`src/rtl/mux_arb_pipe.sv`:
```
// N:1 valid/ready multiplexer with one registered output stage; select or round-robin grant.
// Optional packet lock in round-robin mode when MUX_ARB_PKT_LOCK_EN is defined.
module mux_arb_pipe #(
    parameter int WIDTH    = 32,
    parameter int CHANNELS = 4,
    parameter int SEL_W    = 2
) (
    input  logic                      clk,
    input  logic                      rst_n,
    input  logic                      mode,
    input  logic [SEL_W-1:0]          sel,
    input  logic [CHANNELS*WIDTH-1:0] in_data,
    input  logic [CHANNELS-1:0]       in_valid,
    output logic [CHANNELS-1:0]       in_ready,
    output logic [WIDTH-1:0]          out_data,
    output logic [SEL_W-1:0]          out_chan,
    output logic                      out_valid,
    input  logic                      out_ready
`ifdef MUX_ARB_PKT_LOCK_EN
    ,
    input  logic [CHANNELS-1:0]       in_last,
    output logic                      out_last
`endif
);

    localparam logic [SEL_W:0]   CH_L    = (SEL_W+1)'(CHANNELS);
    localparam logic [SEL_W-1:0] LAST_CH = SEL_W'(CHANNELS - 1);

    logic [WIDTH-1:0]    r_out_data;
    logic [SEL_W-1:0]    r_out_chan;
    logic                r_out_valid;
    logic [SEL_W-1:0]    r_rr_ptr;
`ifdef MUX_ARB_PKT_LOCK_EN
    logic                r_out_last;
    logic                r_locked;
    logic [SEL_W-1:0]    r_lock_chan;
    logic                w_sel_last;
`endif

    logic [SEL_W-1:0]    w_gnt;
    logic                w_gnt_vld;
    logic [SEL_W:0]      w_idx;
    logic                w_load_en;
    logic [CHANNELS-1:0] w_in_ready;
    logic [WIDTH-1:0]    w_sel_data;
    logic                w_sel_valid;
    logic                w_xfer;
    logic [SEL_W-1:0]    w_next_ptr;

    // Grant selection: direct select, locked channel, or round-robin search from r_rr_ptr
    always_comb begin
        w_gnt     = '0;
        w_gnt_vld = 1'b0;
        w_idx     = '0;
        if (!mode) begin
            w_gnt     = sel;
            w_gnt_vld = ({1'b0, sel} < CH_L);
        end else begin
`ifdef MUX_ARB_PKT_LOCK_EN
            if (r_locked) begin
                w_gnt     = r_lock_chan;
                w_gnt_vld = 1'b1;
            end else
`endif
            begin
                // Walk offsets from far to near so the nearest valid channel wins last
                for (int k = CHANNELS - 1; k >= 0; k--) begin
                    w_idx = {1'b0, r_rr_ptr} + (SEL_W+1)'(k);
                    if (w_idx >= CH_L) begin
                        w_idx = w_idx - CH_L;
                    end else begin
                        w_idx = w_idx;
                    end
                    if (in_valid[w_idx[SEL_W-1:0]]) begin
                        w_gnt     = w_idx[SEL_W-1:0];
                        w_gnt_vld = 1'b1;
                    end else begin
                        w_gnt     = w_gnt;
                    end
                end
            end
        end
    end

    // Ready fan-out and data mux for the granted channel
    always_comb begin
        w_load_en   = !r_out_valid || out_ready;
        w_in_ready  = '0;
        w_sel_data  = '0;
        w_sel_valid = 1'b0;
`ifdef MUX_ARB_PKT_LOCK_EN
        w_sel_last  = 1'b0;
`endif
        for (int i = 0; i < CHANNELS; i++) begin
            if (w_gnt_vld && (w_gnt == SEL_W'(i))) begin
                w_in_ready[i] = w_load_en && rst_n;
                w_sel_data    = in_data[i*WIDTH +: WIDTH];
                w_sel_valid   = in_valid[i];
`ifdef MUX_ARB_PKT_LOCK_EN
                w_sel_last    = in_last[i];
`endif
            end else begin
                w_in_ready[i] = 1'b0;
            end
        end
        w_xfer = w_sel_valid && (|w_in_ready);
        if (w_gnt == LAST_CH) begin
            w_next_ptr = '0;
        end else begin
            w_next_ptr = w_gnt + SEL_W'(1);
        end
    end

    // Output stage: load on transfer, clear valid on drain, otherwise hold
    always_ff @(posedge clk or negedge rst_n) begin
        if (!rst_n) begin
            r_out_data  <= '0;
            r_out_chan  <= '0;
            r_out_valid <= 1'b0;
`ifdef MUX_ARB_PKT_LOCK_EN
            r_out_last  <= 1'b0;
`endif
        end else if (w_xfer) begin
            r_out_data  <= w_sel_data;
            r_out_chan  <= w_gnt;
            r_out_valid <= 1'b1;
`ifdef MUX_ARB_PKT_LOCK_EN
            r_out_last  <= w_sel_last;
`endif
        end else if (out_ready) begin
            r_out_valid <= 1'b0;
        end else begin
            r_out_valid <= r_out_valid;
        end
    end

    // Round-robin pointer (and packet lock) advance only on mode-1 transfers
    always_ff @(posedge clk or negedge rst_n) begin
        if (!rst_n) begin
            r_rr_ptr    <= '0;
`ifdef MUX_ARB_PKT_LOCK_EN
            r_locked    <= 1'b0;
            r_lock_chan <= '0;
`endif
        end else if (w_xfer && mode) begin
`ifdef MUX_ARB_PKT_LOCK_EN
            if (w_sel_last) begin
                r_locked <= 1'b0;
                r_rr_ptr <= w_next_ptr;
            end else begin
                r_locked    <= 1'b1;
                r_lock_chan <= w_gnt;
            end
`else
            r_rr_ptr <= w_next_ptr;
`endif
        end else begin
            r_rr_ptr <= r_rr_ptr;
        end
    end

    assign in_ready  = w_in_ready;
    assign out_data  = r_out_data;
    assign out_chan  = r_out_chan;
    assign out_valid = r_out_valid;
`ifdef MUX_ARB_PKT_LOCK_EN
    assign out_last  = r_out_last;
`endif

endmodule

```
`config.mk`:
```
export PLATFORM = sky130hd
export DESIGN_NAME = mux_arb_pipe
export DESIGN_NICKNAME = d
export VERILOG_FILES = /design/src/rtl/mux_arb_pipe.sv
export SDC_FILE = /design/constraint.sdc
export NUM_CORES = 1
export LEC_CHECK = 0
export CORE_ASPECT_RATIO = 1.5
export CORE_UTILIZATION = 25
export DETAILED_ROUTE_END_ITERATION = 8
export DONT_BUFFER_PORTS = 1
export REMOVE_ABC_BUFFERS = 1
export SYNTH_ARGS = -nofsm -noshare
export SYNTH_HDL_FRONTEND = slang
export SYNTH_SLANG_ARGS = --single-unit
```
`constraint.sdc`:
```
create_clock -name clk -period 3.2 [get_ports clk]
set_clock_uncertainty 0.2 [all_clocks]
set_input_delay 0.32 -clock clk [delete_from_list [all_inputs] [get_ports clk]]
set_output_delay 0.32 -clock clk [all_outputs]
set_load 0.02 [all_outputs]
```
==> results of run 1 <==
==> cells by family (layout without fill, tap and decap cells) <==
group,count (synthesis),count (layout),share of synthesized area (%)
AOI/OAI and AO/OA,141,141,34.70
adders and majority gates,4,4,1.803
buffers and inverters,41,30,6.985
DFF,37,37,33.35
muxes,4,4,1.893
and+or+nand+nor,113,113,21.27
==> through the flow <==
| stage | hold WS, ns | power (µW) |
|---|---|---|
| 5_1_grt | 0.04092 | 3255 |
| 6_report | 0.04736 | 3031 |
| 3_5_place_dp | -0.1744 | 2393 |
| 3_3_place_gp | -0.1745 | 2348 |
| 4_1_cts | 0.03710 | 3067 |
| 2_1_floorplan | -0.1756 | 2073 |
==> registers in the layout, indices dropped and copies added, names as in the netlist <==
register and flops:
out_data 32, out_chan 2, r_rr_ptr 2, out_valid 1
==> layer usage <==
layer | up-vias | share of wire (%) | GRT usage [%]
li1 | 1181 | - | -
met1 | 1142 | 39 | 13.95
met2 | 109 | 53 | 23.76
met3 | 12 | 6.1 | 2.755
met4 | 0 | 1.7 | 5.598
met5 | - | 0 | 0
==> worst paths after layout <==
kind / startpoint / end / slack [ns]
min in group asynchronous: rst_n / out_data[14] / 0.33
worst min-delay path: in_data[112] / out_data[16] / 0.05
worst max-delay path: r_rr_ptr[1] / out_valid / 0.24
max in group asynchronous: rst_n / out_data[24] / 2.28
worst max register to register: r_rr_ptr[1] / out_valid / 0.24
worst min register to register: r_rr_ptr[0] / r_rr_ptr[0] / 0.41
==> worst max-delay path, stage by stage (launching register included) <==
cell and delay (ns):
dfrtp_1 0.44, nor2b_1 0.16, o21ai_0 0.15, o221ai_1 0.16, mux2_2 0.34, inv_1 0.13
ha_1 0.21, buf_4 0.23, a22oi_1 0.11, and3_2 0.28, buf_12 0.20, or2_1 0.22
==> layout by cell type, fill, tap and decap left out, types with 4 or more instances in the layout <==
| master | instances |
|---|---|
| inv_1 | 8 |
| dfrtp_1 | 37 |
| clkbuf_16 | 5 |
| buf_4 | 8 |
| nand3b_1 | 32 |
| a2bb2oi_1 | 32 |
| a21oi_2 | 30 |
| a21oi_1 | 69 |
| and2_1 | 4 |
| nor2_1 | 35 |
| nand2_1 | 34 |
==> final cells by class <==
cell class	count	area, µm²	area share [%]
inverters	8	30.03	0.9497
clock inverters	3	65.06	2.058
clock buffers	5	125.1	3.957
well taps	144	180.2	5.698
repair buffers	14	152.6	4.828
flip-flops and latches	37	925.9	29.28
multi-input cells	262	1683	53.23
==> power groups by stage <==
stage / Combinational [µW] / Clock, µW / Sequential (µW)
after CTS: 1210 / 665 / 1190
after detailed placement: 1190 / 0 / 1200
after floorplan: 950 / 0 / 1120
final: 1200 / 640 / 1190
after global routing: 1340 / 688 / 1220
after global placement: 1150 / 0 / 1200
==> repair_timing <==
action / in CTS / in global routing
setup endpoints to repair: 1 / 37
hold endpoints to repair: 37 / 0
hold buffers: 2 / 0
resized for setup: 1 / 4
==> results.yml, run 1 <==
place:
  dp_hpwl_mm: 5.812
  dpl_cell_area_um2: 2914
  io_buffers: 0
  dp_slack_ns: 0.1277
  gp_congestion: 0.8444
  dp_cells: 463
logic_synthesis:
  synth_edf_count: 0
  synth_area_leaders: "dfrtp_1, a21oi_1, a2bb2oi_1"
  yosysTopAreaCell: "dfrtp_1"
  async_flop_share_pct: 100.0
  yosys.cell_count.top_type: "a21oi_1"
  yosysWarnings: 0
  ys_seq_area_share_pct: 33.35
  synth.distinct_cells: 31
  synth_top_cell_area_share_pct: 33.35
  ys_ff_latch: 37
  synth_common_cells: "a21oi_1, dfrtp_1, nor2_1"
  avgSynthCellArea_um2: 8.166
  syn_inst: 340
  ys.flop_type: "dfrtp_1"
  syn-cell-area_um2: 2776
pwr:
  power_density_nw_per_um2: 958.7
  p_sw_uw: 1327
  seqPwrFrac_pct: 39.2
  clkPwrFrac_pct: 21.1
  pwr-share-comb_pct: 39.7
  p_int_uw: 1704
  vdd_drop_max_uv: 240.9
  p_leak_uw: 0.001198
  switching_share_pct: 43.77
worst_hold_path:
  hp-class: "input port to register"
  min_delay_path_depth: 2
grt:
  grt_overflow: 0
  grt_max_degree: 46
  grt_pass1_wl_mm: 11.10
  track_usage_pct: 12.87
  first_global_vias: 2283
  antenna_found_initial: 0
clock_network:
  cts.sinks: 37
  postCtsSetupBuffers: 0
  clockBufferDepth: 2
  htreeDepth: 2
  worstSkewPairLatency_ns: 0.28
  numCtsBuffers: 5
  clk_pin_slew_worst_paths_ns: 0.06
  cts_tree: "yes"
  root_buffer: "clkbuf_16"
final_layout:
  fin_area_um2: 3162
  fillCellCount: 1176
  diodes: 0
  drive_gt1_share_pct: 19.15
  area_delta_synth_final_pct: 13.88
  fin_util_pct: 29.53
  nets: 470
  stdcell_count: 473
die:
  die_area_um2: 11540
  core_area_um2: 10710
  ioPinCount: 177
  rows: 46
  start_util_pct: 25.94
  die_h_um: 131.1
  die_w_um: 88.05
sta:
  tightest_slew_ns: 0.3647
  period_needed_ns: 2.963
  tns_ns: 0
  report.final.slew_viol_count: 0
  rsz0062_at_grt: "false"
  final.period_utilization_pct: 92.59
  finalHoldViolations: 0
  setup_slack_ns: 0.2371
  finalSetupViolations: 0
  fmax_mhz: 337.5
  slew_headroom_pct: 75.69
route:
  ant_nets: 0
  drtIter0Drc: 78
  wl_per_cell_um: 16.64
  via_per_inst: 5.167
  via_count: 2444
  drc: 0
  routed_wl_mm: 7.873
  drtPass1Iterations: 4
run_status:
  status: "completed"
setup_path:
  cp-end-kind: "register"
  timing.reg2reg.worst_path_depth: 11
  crit_fanout: 41
  crit_arrival_ns: 2.93
  path_class: "register to register"
  required_ns: 3.17
  cp-start-kind: "register"
flow_run:
  max-cap-violations: 0
Power figures use the tool's default switching activity.
==> run 2: changes to the inputs <==
GPL_TIMING_DRIVEN = 0   (was default)
SKIP_CTS_REPAIR_TIMING = 1   (was default)
==> run 2 against run 1 <==
First-iteration DRC count grew 78%. Final cell count grew 0.21%. Combinational power increased by 10%. Wire length rose by 20%. Clock-buffer cell count rose by 2. Cell area grew 2.5%. Sequential share of layout area is 0.71 points lower. Critical endpoint is now r_rr_ptr[0]. Largest cell class unchanged.
==> results.yml, run 2 (synthesis gave the netlist of run 1 again) <==
grt:
  first_global_vias: 2085
  track_usage_pct: 11.98
  grt_overflow: 0
  antenna_found_initial: 0
  grt_pass1_wl_mm: 10.40
  grt_max_degree: 70
sta:
  tns_ns: 0
  fmax_mhz: 327.9
  period_needed_ns: 3.050
  finalSetupViolations: 0
  slew_headroom_pct: 54.76
  report.final.slew_viol_count: 0
  finalHoldViolations: 0
  setup_slack_ns: 0.1500
  rsz0062_at_grt: "false"
  tightest_slew_ns: 0.6787
  timing.hold.ws_ns: 0.04366
  final.period_utilization_pct: 95.31
die:
  die_w_um: 88.05
  start_util_pct: 25.94
  rows: 46
  core_area_um2: 10710
  ioPinCount: 177
  die_h_um: 131.1
  die_area_um2: 11540
route:
  drtPass1Iterations: 4
  drc: 0
  via_count: 2574
  wl_per_cell_um: 19.99
  via_per_inst: 5.430
  drtIter0Drc: 139
  routed_wl_mm: 9.476
  ant_nets: 0
pwr:
  power_density_nw_per_um2: 936.7
  p_leak_uw: 0.001204
  switching_share_pct: 46.23
  vdd_drop_max_uv: 257.0
  seqPwrFrac_pct: 39.0
  p_int_uw: 1632
  clkPwrFrac_pct: 17.4
  pwr-share-comb_pct: 43.6
  p_sw_uw: 1403
setup_path:
  r2r_end: "r_rr_ptr[0]"
  crit_path_top_delay_cell: "dfrtp_1"
  worstSetupStartpoint: "r_rr_ptr[1]"
  crit_fanout: 16
  required_ns: 3.17
  cp-start-kind: "register"
  r2r_setup_slack_ns: 0.15
  crit_arrival_ns: 3.02
  path_class: "register to register"
  r2r-start: "r_rr_ptr[1]"
  timing.reg2reg.worst_path_depth: 10
  cp-end-kind: "register"
  cp_cell_sequence: "and3_1 > o21a_1 > o32ai_4 > inv_1 > ha_4 > a211oi_1 > o21ai_2 > and3_4 > nand2_2 > mux2_4"
  cpPeakStageDelay_ns: 0.44
final_layout:
  fin_area_um2: 3241
  area_delta_synth_final_pct: 16.72
  diodes: 0
  nets: 471
  fillCellCount: 1162
  largest_reg_flops: 32
  final_cell_mix: "a21oi_1, dfrtp_1, nor2_1, nand2_1"
  drive_gt1_share_pct: 20.61
  mostFrequentLayoutCell: "a21oi_1"
  fin_util_pct: 30.27
clock_network:
  htreeDepth: 2
  clk_pin_slew_worst_paths_ns: 0.06
  worstSkewPairLatency_ns: 0.28
  numCtsBuffers: 5
  cts.sinks: 37
  cts_tree: "yes"
  clockBufferDepth: 2
  root_buffer: "clkbuf_16"
place:
  dp_hpwl_mm: 5.203
  gp_congestion: 0.6912
  dp_slack_ns: -0.9307
  io_buffers: 0
  dpl_cell_area_um2: 2853
run_status:
  status: "completed"
worst_hold_path:
  hp-start: "in_data[97]"
  hp-class: "input port to register"
  min_delay_path_depth: 2
  hold_end: "out_data[1]"
flow_run:
  max-cap-violations: 0
==> run 2: area by class of cell <==
class / count / area [µm²] / share of cell area, %
clock inverter: 1 / 5.005 / 0.1544
tap: 144 / 180.2 / 5.560
sequential: 37 / 925.9 / 28.57
inverter: 8 / 30.03 / 0.9266
timing repair buffer: 12 / 172.7 / 5.328
multi-input combinational: 265 / 1774 / 54.75
clock buffer: 7 / 152.6 / 4.710
==> run 2: metrics by stage <==
stage / power [µW] / instances
6_report: 3035 / 474
5_1_grt: 3234 / 474
4_1_cts: 2899 / 461
3_5_place_dp: 2351 / 453
3_3_place_gp: 2295 / 451
2_1_floorplan: 2073 / 307
==> run 2: how the worst max path moves through the flow <==
stage / endpoint / slack, ns
after floorplan: r_rr_ptr[0] / -1.98
after global placement: r_rr_ptr[0] / -3.19
after detailed placement: r_rr_ptr[1] / -0.93
after CTS: r_rr_ptr[0] / -0.95
after global routing: r_rr_ptr[1] / 0.008
final: r_rr_ptr[0] / 0.15
==> run 2: power by group through the flow <==
stage | Combinational, µW | Sequential [µW] | Clock (µW)
finish | 1320 | 1190 | 527
global route | 1450 | 1210 | 571
CTS | 1160 | 1190 | 555
detailed placement | 1160 | 1190 | 0
global placement | 1110 | 1190 | 0
floorplan | 950 | 1120 | 0
==> run 2: worst max-delay path: cells and delay by family, from the launching register on <==
kind,cells,cell delay (ns)
compound gates,4,0.98
buf+inv,1,0.18
simple gates,3,0.55
flops,1,0.44
mux,1,0.30
fa+ha+maj,1,0.28
==> run 2: metal layers <==
metal / track usage, % / routed length [µm]
met2: 22.75 / 5137
met3: 2.880 / 473
met5: 0 / 0
met4: 4.744 / 93
met1: 12.42 / 3772
